==> src/rtl/apb_cmd_master_if.sv <==
// apb_cmd_master_if: command/response and APB bus signals of the command-driven APB master
interface apb_cmd_master_if #(
    parameter int ADDR_W = 3,
    parameter int DATA_W = 8
);
    logic              cmd_valid;
    logic              cmd_ready;
    logic              cmd_write;
    logic [ADDR_W-1:0] cmd_addr;
    logic [DATA_W-1:0] cmd_wdata;
    logic              rsp_valid;
    logic [DATA_W-1:0] rsp_rdata;
    logic              rsp_err;
    logic              busy;
    logic              PSEL;
    logic              PENABLE;
    logic              PWRITE;
    logic [ADDR_W-1:0] PADDR;
    logic [DATA_W-1:0] PWDATA;
    logic [DATA_W-1:0] PRDATA;
    logic              PREADY;

    modport master (
        input  cmd_valid, cmd_write, cmd_addr, cmd_wdata, PRDATA, PREADY,
        output cmd_ready, rsp_valid, rsp_rdata, rsp_err, busy,
               PSEL, PENABLE, PWRITE, PADDR, PWDATA
    );

    modport slave (
        output cmd_valid, cmd_write, cmd_addr, cmd_wdata, PRDATA, PREADY,
        input  cmd_ready, rsp_valid, rsp_rdata, rsp_err, busy,
               PSEL, PENABLE, PWRITE, PADDR, PWDATA
    );
endinterface

==> src/rtl/apb_cmd_master.sv <==
// apb_cmd_master: FIFO-fed APB SETUP/ACCESS engine; define APB_MASTER_TIMEOUT_EN for the ACCESS wait timeout
module apb_cmd_master #(
    parameter int ADDR_W     = 3,
    parameter int DATA_W     = 8,
    parameter int FIFO_DEPTH = 4,
    parameter int TIMEOUT    = 16
) (
    input logic                PCLK,
    input logic                PRESETn,
    apb_cmd_master_if.master   bus
);
    localparam int PW = $clog2(FIFO_DEPTH);
    localparam int CW = 1 + ADDR_W + DATA_W;

    typedef enum logic [1:0] {IDLE, SETUP, ACCESS} state_t;

    state_t            r_state;
    state_t            w_next;
    logic [CW-1:0]     r_mem [FIFO_DEPTH];
    logic [PW-1:0]     r_wp;
    logic [PW-1:0]     r_rp;
    logic [PW:0]       r_cnt;
    logic              r_pwrite;
    logic [ADDR_W-1:0] r_paddr;
    logic [DATA_W-1:0] r_pwdata;
    logic              r_rsp_valid;
    logic [DATA_W-1:0] r_rsp_rdata;
    logic              r_rsp_err;
    logic              w_full;
    logic              w_empty;
    logic              w_push;
    logic              w_pop;
    logic              w_done;
    logic              w_to;
    logic [CW-1:0]     w_head;

    assign w_full  = r_cnt == (PW+1)'(FIFO_DEPTH);
    assign w_empty = r_cnt == '0;
    assign w_push  = bus.cmd_valid && !w_full;
    assign w_head  = r_mem[r_rp];

`ifdef APB_MASTER_TIMEOUT_EN
    localparam int TW = $clog2(TIMEOUT + 1);
    logic [TW-1:0] r_wait;
    // the transfer is abandoned on the ACCESS edge that would bring the wait count to TIMEOUT
    assign w_to = r_state == ACCESS && !bus.PREADY && r_wait == TW'(TIMEOUT - 1);
    // wait counter: cleared while entering ACCESS, counts stalled ACCESS cycles
    always_ff @(posedge PCLK) begin
        if (!PRESETn)
            r_wait <= '0;
        else if (r_state == SETUP)
            r_wait <= '0;
        else if (r_state == ACCESS && !bus.PREADY)
            r_wait <= r_wait + 1'b1;
    end
`else
    assign w_to = 1'b0;
`endif

    // state register
    always_ff @(posedge PCLK) begin
        if (!PRESETn)
            r_state <= IDLE;
        else
            r_state <= w_next;
    end

    // next state, FIFO pop and transfer completion
    always_comb begin
        w_next = r_state;
        w_pop  = 1'b0;
        w_done = 1'b0;
        case (r_state)
            IDLE: begin
                w_pop  = !w_empty;
                w_next = w_empty ? IDLE : SETUP;
            end
            SETUP: w_next = ACCESS;
            ACCESS: begin
                if (bus.PREADY || w_to) begin
                    w_done = 1'b1;
                    w_pop  = !w_empty;
                    w_next = w_empty ? IDLE : SETUP;
                end
            end
            default: w_next = IDLE;
        endcase
    end

    // FIFO pointers and occupancy; full blocks a push even when a pop happens on the same edge
    always_ff @(posedge PCLK) begin
        if (!PRESETn) begin
            r_wp  <= '0;
            r_rp  <= '0;
            r_cnt <= '0;
        end else begin
            if (w_push)
                r_wp <= r_wp + 1'b1;
            if (w_pop)
                r_rp <= r_rp + 1'b1;
            r_cnt <= r_cnt + (PW+1)'(w_push) - (PW+1)'(w_pop);
        end
    end

    // FIFO storage: {write, addr, wdata}
    always_ff @(posedge PCLK) begin
        if (w_push)
            r_mem[r_wp] <= {bus.cmd_write, bus.cmd_addr, bus.cmd_wdata};
    end

    // bus address/data/direction load on pop and hold otherwise; reads drive zero write data
    always_ff @(posedge PCLK) begin
        if (!PRESETn) begin
            r_pwrite <= 1'b0;
            r_paddr  <= '0;
            r_pwdata <= '0;
        end else if (w_pop) begin
            r_pwrite <= w_head[CW-1];
            r_paddr  <= w_head[CW-2 -: ADDR_W];
            r_pwdata <= w_head[CW-1] ? w_head[DATA_W-1:0] : '0;
        end
    end

    // one-cycle response strobe; data only for reads that really completed
    always_ff @(posedge PCLK) begin
        if (!PRESETn) begin
            r_rsp_valid <= 1'b0;
            r_rsp_rdata <= '0;
            r_rsp_err   <= 1'b0;
        end else begin
            r_rsp_valid <= w_done;
            r_rsp_rdata <= (w_done && !w_to && !r_pwrite) ? bus.PRDATA : '0;
            r_rsp_err   <= w_to;
        end
    end

    assign bus.cmd_ready = !w_full;
    assign bus.busy      = !w_empty || r_state != IDLE;
    assign bus.PSEL      = r_state != IDLE;
    assign bus.PENABLE   = r_state == ACCESS;
    assign bus.PWRITE    = r_pwrite;
    assign bus.PADDR     = r_paddr;
    assign bus.PWDATA    = r_pwdata;
    assign bus.rsp_valid = r_rsp_valid;
    assign bus.rsp_rdata = r_rsp_rdata;
    assign bus.rsp_err   = r_rsp_err;
endmodule

==> src/flat_wrapper.sv <==
// flat-port wrapper written by rule: the top's interface ports become plain ports
module apb_cmd_master_flat 
#(
    parameter int ADDR_W     = 3,
    parameter int DATA_W     = 8,
    parameter int FIFO_DEPTH = 4,
    parameter int TIMEOUT    = 16
)
  (PCLK, PRESETn, bus_cmd_valid, bus_cmd_write, bus_cmd_addr, bus_cmd_wdata, bus_PRDATA, bus_PREADY, bus_cmd_ready, bus_rsp_valid, bus_rsp_rdata, bus_rsp_err, bus_busy, bus_PSEL, bus_PENABLE, bus_PWRITE, bus_PADDR, bus_PWDATA);
  apb_cmd_master_if #(.ADDR_W(ADDR_W), .DATA_W(DATA_W)) bus_i ();
  input logic PCLK;
  input logic PRESETn;
  input wire logic [$bits(bus_i.cmd_valid)-1:0] bus_cmd_valid;
  input wire logic [$bits(bus_i.cmd_write)-1:0] bus_cmd_write;
  input wire logic [$bits(bus_i.cmd_addr)-1:0] bus_cmd_addr;
  input wire logic [$bits(bus_i.cmd_wdata)-1:0] bus_cmd_wdata;
  input wire logic [$bits(bus_i.PRDATA)-1:0] bus_PRDATA;
  input wire logic [$bits(bus_i.PREADY)-1:0] bus_PREADY;
  output wire logic [$bits(bus_i.cmd_ready)-1:0] bus_cmd_ready;
  output wire logic [$bits(bus_i.rsp_valid)-1:0] bus_rsp_valid;
  output wire logic [$bits(bus_i.rsp_rdata)-1:0] bus_rsp_rdata;
  output wire logic [$bits(bus_i.rsp_err)-1:0] bus_rsp_err;
  output wire logic [$bits(bus_i.busy)-1:0] bus_busy;
  output wire logic [$bits(bus_i.PSEL)-1:0] bus_PSEL;
  output wire logic [$bits(bus_i.PENABLE)-1:0] bus_PENABLE;
  output wire logic [$bits(bus_i.PWRITE)-1:0] bus_PWRITE;
  output wire logic [$bits(bus_i.PADDR)-1:0] bus_PADDR;
  output wire logic [$bits(bus_i.PWDATA)-1:0] bus_PWDATA;
  assign bus_i.cmd_valid = bus_cmd_valid;
  assign bus_i.cmd_write = bus_cmd_write;
  assign bus_i.cmd_addr = bus_cmd_addr;
  assign bus_i.cmd_wdata = bus_cmd_wdata;
  assign bus_i.PRDATA = bus_PRDATA;
  assign bus_i.PREADY = bus_PREADY;
  assign bus_cmd_ready = bus_i.cmd_ready;
  assign bus_rsp_valid = bus_i.rsp_valid;
  assign bus_rsp_rdata = bus_i.rsp_rdata;
  assign bus_rsp_err = bus_i.rsp_err;
  assign bus_busy = bus_i.busy;
  assign bus_PSEL = bus_i.PSEL;
  assign bus_PENABLE = bus_i.PENABLE;
  assign bus_PWRITE = bus_i.PWRITE;
  assign bus_PADDR = bus_i.PADDR;
  assign bus_PWDATA = bus_i.PWDATA;
  apb_cmd_master #(.ADDR_W(ADDR_W), .DATA_W(DATA_W), .FIFO_DEPTH(FIFO_DEPTH), .TIMEOUT(TIMEOUT)) u_core (.PCLK(PCLK), .PRESETn(PRESETn), .bus(bus_i));
endmodule
==> config.mk <==
export PLATFORM = sky130hd
export DESIGN_NAME = apb_cmd_master_flat
export DESIGN_NICKNAME = d
export VERILOG_FILES = /design/src/rtl/apb_cmd_master_if.sv /design/src/rtl/apb_cmd_master.sv /design/src/flat_wrapper.sv
export SDC_FILE = /design/constraint.sdc
export NUM_CORES = 1
export LEC_CHECK = 0
export ABC_AREA = 1
export CAP_MARGIN = 40
export CORE_MARGIN = 3
export CORE_UTILIZATION = 53
export CTS_CLUSTER_SIZE = 8
export DETAILED_ROUTE_END_ITERATION = 16
export GPL_ROUTABILITY_DRIVEN = 0
export PLACE_DENSITY = 0.77
export SLEW_MARGIN = 0
export SYNTH_ARGS = -nofsm -noshare
export SYNTH_HDL_FRONTEND = slang
export SYNTH_SLANG_ARGS = --single-unit
export TNS_END_PERCENT = 20
==> constraint.sdc <==
create_clock -name PCLK -period 2.9 [get_ports PCLK]
set_clock_uncertainty 0.1 [all_clocks]
set_input_delay 0.725 -clock PCLK [delete_from_list [all_inputs] [get_ports PCLK]]
set_output_delay 0.725 -clock PCLK [all_outputs]
set_load 0.03 [all_outputs]
==> results.toml <==
[yosys]
synthArstFlopShare_pct = 0
synth_cells = 324
synth_top_family_by_area = "simple AND/OR/NAND/NOR gates"
synth.top_cell.area_share_pct = 44.2
synth_top_flop_cell = "edfxtp_1"
synthXorXnorAreaFrac_pct = 0.805
syn_nets = 355
yosysUniqueCellTypes = 28
ys_top_cells_by_area = "edfxtp_1 (44%), dfxtp_1 (20%), inv_1 (6.8%), nand2_1 (6.8%), nand3_1 (4.3%)"
ys_seq_elements = 80
synth_area_sq_mm = 0.00326
ys_seq_area_share_pct = 63.8
synth_top_cell_by_area = "edfxtp_1"
syn_area_per_cell_sq_um = 10.1
synth-edff-count = 48
synthAdderAreaFrac_pct = 2.91
synth_warnings = 0
synth-simple-area-share_pct = 17.1
synth_compound_area_share_pct = 4.79
ys_top_cells_by_count = "inv_1 (59), nand2_1 (59), edfxtp_1 (48), nor2_1 (33), dfxtp_1 (32)"
muxShareOfSynthArea_pct = 0

[route]
drt_iter0_markers = 73
num_vias = 2223
via_per_inst = 4.89
ant_nets = 0
wl_microns = 5770
wl_per_cell_microns = 12.7
dr.pass1.iters = 4
drc_errors = 0

[clocking]
ctsResizeCount = 0
clk_pin_slew_ns = 0.08
numClockSinks = 80
cts_root_buffer = "clkbuf_8"
cts_max_path_buffers = 2
cts_max_level = 3
cts_tree = "done"
postCtsHoldBufs = 0
clkLatencyLatePin_ns = 0.34
cts_buffers = 9
post_cts_buffers = 0

[layout]
stdcell_area_sq_mm = 0.00405
area_delta_synth_final_pct = 23.9
fillers = 420
multi_input_area_sq_um = 838
fin_nets = 409
diodes = 0
register_area_sq_mm = 0.00208
final_layout_size_suffix_gt1_share_pct = 8.88

[critical_path]
cp_cell_sequence = "nor3_2 > nand3_1 > clkdlybuf4s50_1"
critPathMaxStageDelay_ns = 0.61
path_buf_inv = 1
rr_worst_depth = 10
crit_required_ns = 2.08
worstReg2RegEnd = "u_core.r_cnt[2]$_SDFF_PN0_"
endpoint = "bus_busy"
crit_fanout = 4
critPathTopFamily = "buffers and inverters"
r2r_slack_ns = 0.85
r2r-start = "u_core.r_cnt[1]$_SDFF_PN0_"
slowest_stage = "clkdlybuf4s50_1"
cp-startpoint = "u_core.r_cnt[1]$_SDFF_PN0_"
crit_path_end_kind = "output port"
cp-start-kind = "flop"
cp_data_arrival_time_ns = 1.71
worst-setup-path-type = "reg -> out"
crit_cells = 3

[floorplanning]
pin_count = 50
die_w_microns = 84.5
die_h_microns = 84.5
dieArea_sq_mm = 0.00714
rows = 27
start_util_pct = 56.8
coreArea_sq_mm = 0.00574

[outcome]
status = "completed"

[grt]
grt_pass1_wl_microns = 9840
grt_max_degree = 26
grt.total_usage_pct = 17.6
antenna_found_initial = 0
grt_pass1_vias = 2222
grt_overflow_total = 0

[sta]
layout_min_cycle_time_ns = 2.53
hold_ws_ns = 0.367
hold_viol_final = 0
max_freq_mhz = 395
setup_viol = 0
rsz0062_at_grt = "no"
report.final.slew_viol_count = 0
finalCritPeriodShare_pct = 87.3
setup-tns-final_ns = 0

[place]
dp_hpwl_microns = 3850
dpl_cell_area_sq_mm = 0.00378
io_buffers = 48

[pwr]
power_uw = 3950
power.leakage_uw = 0.00172
ir_drop_mv = 0.511
p_per_area_mw_per_mm2 = 977

[worst_hold_path]
min_path_type = "reg -> reg"

[run]
maxCapViolations = 0
==> cell families after synthesis <==
logic type / Yosys count
adders and majority gates: 7
AOI/OAI and AO/OA: 30
xor gates and xnor gates: 3
other: 1
DFF: 80
and+or+nand+nor: 129
buffers and inverters: 74
==> worst min path at each step <==
| stage | start | end | slack, ns | depth (start not counted) |
|---|---|---|---|---|
| 6_report | u_core.r_state[1]$_SDFFE_PN0P_ | u_core.r_state[1]$_SDFFE_PN0P_ | 0.37 | 1 |
| 5_1_grt | u_core.bus.PWDATA[7]$_SDFFE_PN0P_ | u_core.bus.PWDATA[7]$_SDFFE_PN0P_ | 0.39 | 2 |
| 4_1_cts | u_core.bus.PWDATA[6]$_SDFFE_PN0P_ | u_core.bus.PWDATA[6]$_SDFFE_PN0P_ | 0.37 | 2 |
| 3_5_place_dp | u_core.r_state[1]$_SDFFE_PN0P_ | u_core.r_state[1]$_SDFFE_PN0P_ | 0.36 | 1 |
| 3_3_place_gp | u_core.r_state[1]$_SDFFE_PN0P_ | u_core.r_state[1]$_SDFFE_PN0P_ | 0.35 | 1 |
| 2_1_floorplan | u_core.r_state[1]$_SDFFE_PN0P_ | u_core.r_state[1]$_SDFFE_PN0P_ | 0.34 | 1 |
==> layout make-up <==
class,count,area share (%)
sequential,80,51.5
multi-input combinational,170,20.7
timing repair buffer,54,13.0
inverter,63,5.94
clock buffer,11,3.50
clock inverter,5,3.15
tap,72,2.23
==> per-stage QoR <==
step / worst slack, ns / std cells / util [%]
floorplan: 0.585 / 324 / -
global placement: 0.182 / 439 / 65.8
detailed placement: 0.122 / 439 / 65.8
CTS: 0.342 / 455 / 70.4
global route: 0.261 / 455 / 70.4
finish: 0.367 / 455 / 70.4
==> layer usage <==
metal  up-vias  GRT usage, %  wire [microns]
li1       1131             -               -
met1      1007          20.6            2430
met2        71          29.5            2750
met3        14          3.73             444
met4         0          10.6             144
met5         -             0               0
==> placed cells by master, fill, tap and decap left out <==
cell and instances:
clkbuf_8 10, nand2_2 3, nor2_1 33, o21ai_1 8, edfxtp_1 48, ha_1 6, xor2_1 2, xnor2_1 1
nand2_1 59, nand3b_1 1, inv_4 1, o21ai_0 7, inv_1 59, a21oi_1 13, clkinvlp_4 1, dfxtp_1 32
nor2_2 2, inv_2 2, nand2_4 1, bufinv_16 4, clkinv_2 1, nor3_2 1, clkdlybuf4s50_1 48, fa_1 1
clkbuf_1 1, nor2_4 1, buf_4 6, nand3_1 28, a211oi_1 1, o21ai_2 1, conb_1 1
==> registers in the layout, summed over array words and instances, names as in the netlist, named ones only <==
name / flops
u_core.r_rp: 2
u_core.r_mem: 48
u_core.r_cnt: 3
u_core.bus.PWRITE: 1
u_core.r_state: 2
u_core.bus.rsp_rdata: 8
u_core.bus.PWDATA: 8
u_core.bus.PADDR: 3
u_core.r_wp: 2
u_core.bus.rsp_valid: 1
==> report_power, final <==
group | switching (uW) | internal (uW)
registers | 110 | 1410
logic | 859 | 506
clock network | 384 | 683
No activity file was read; power rests on OpenSTA's default activity.
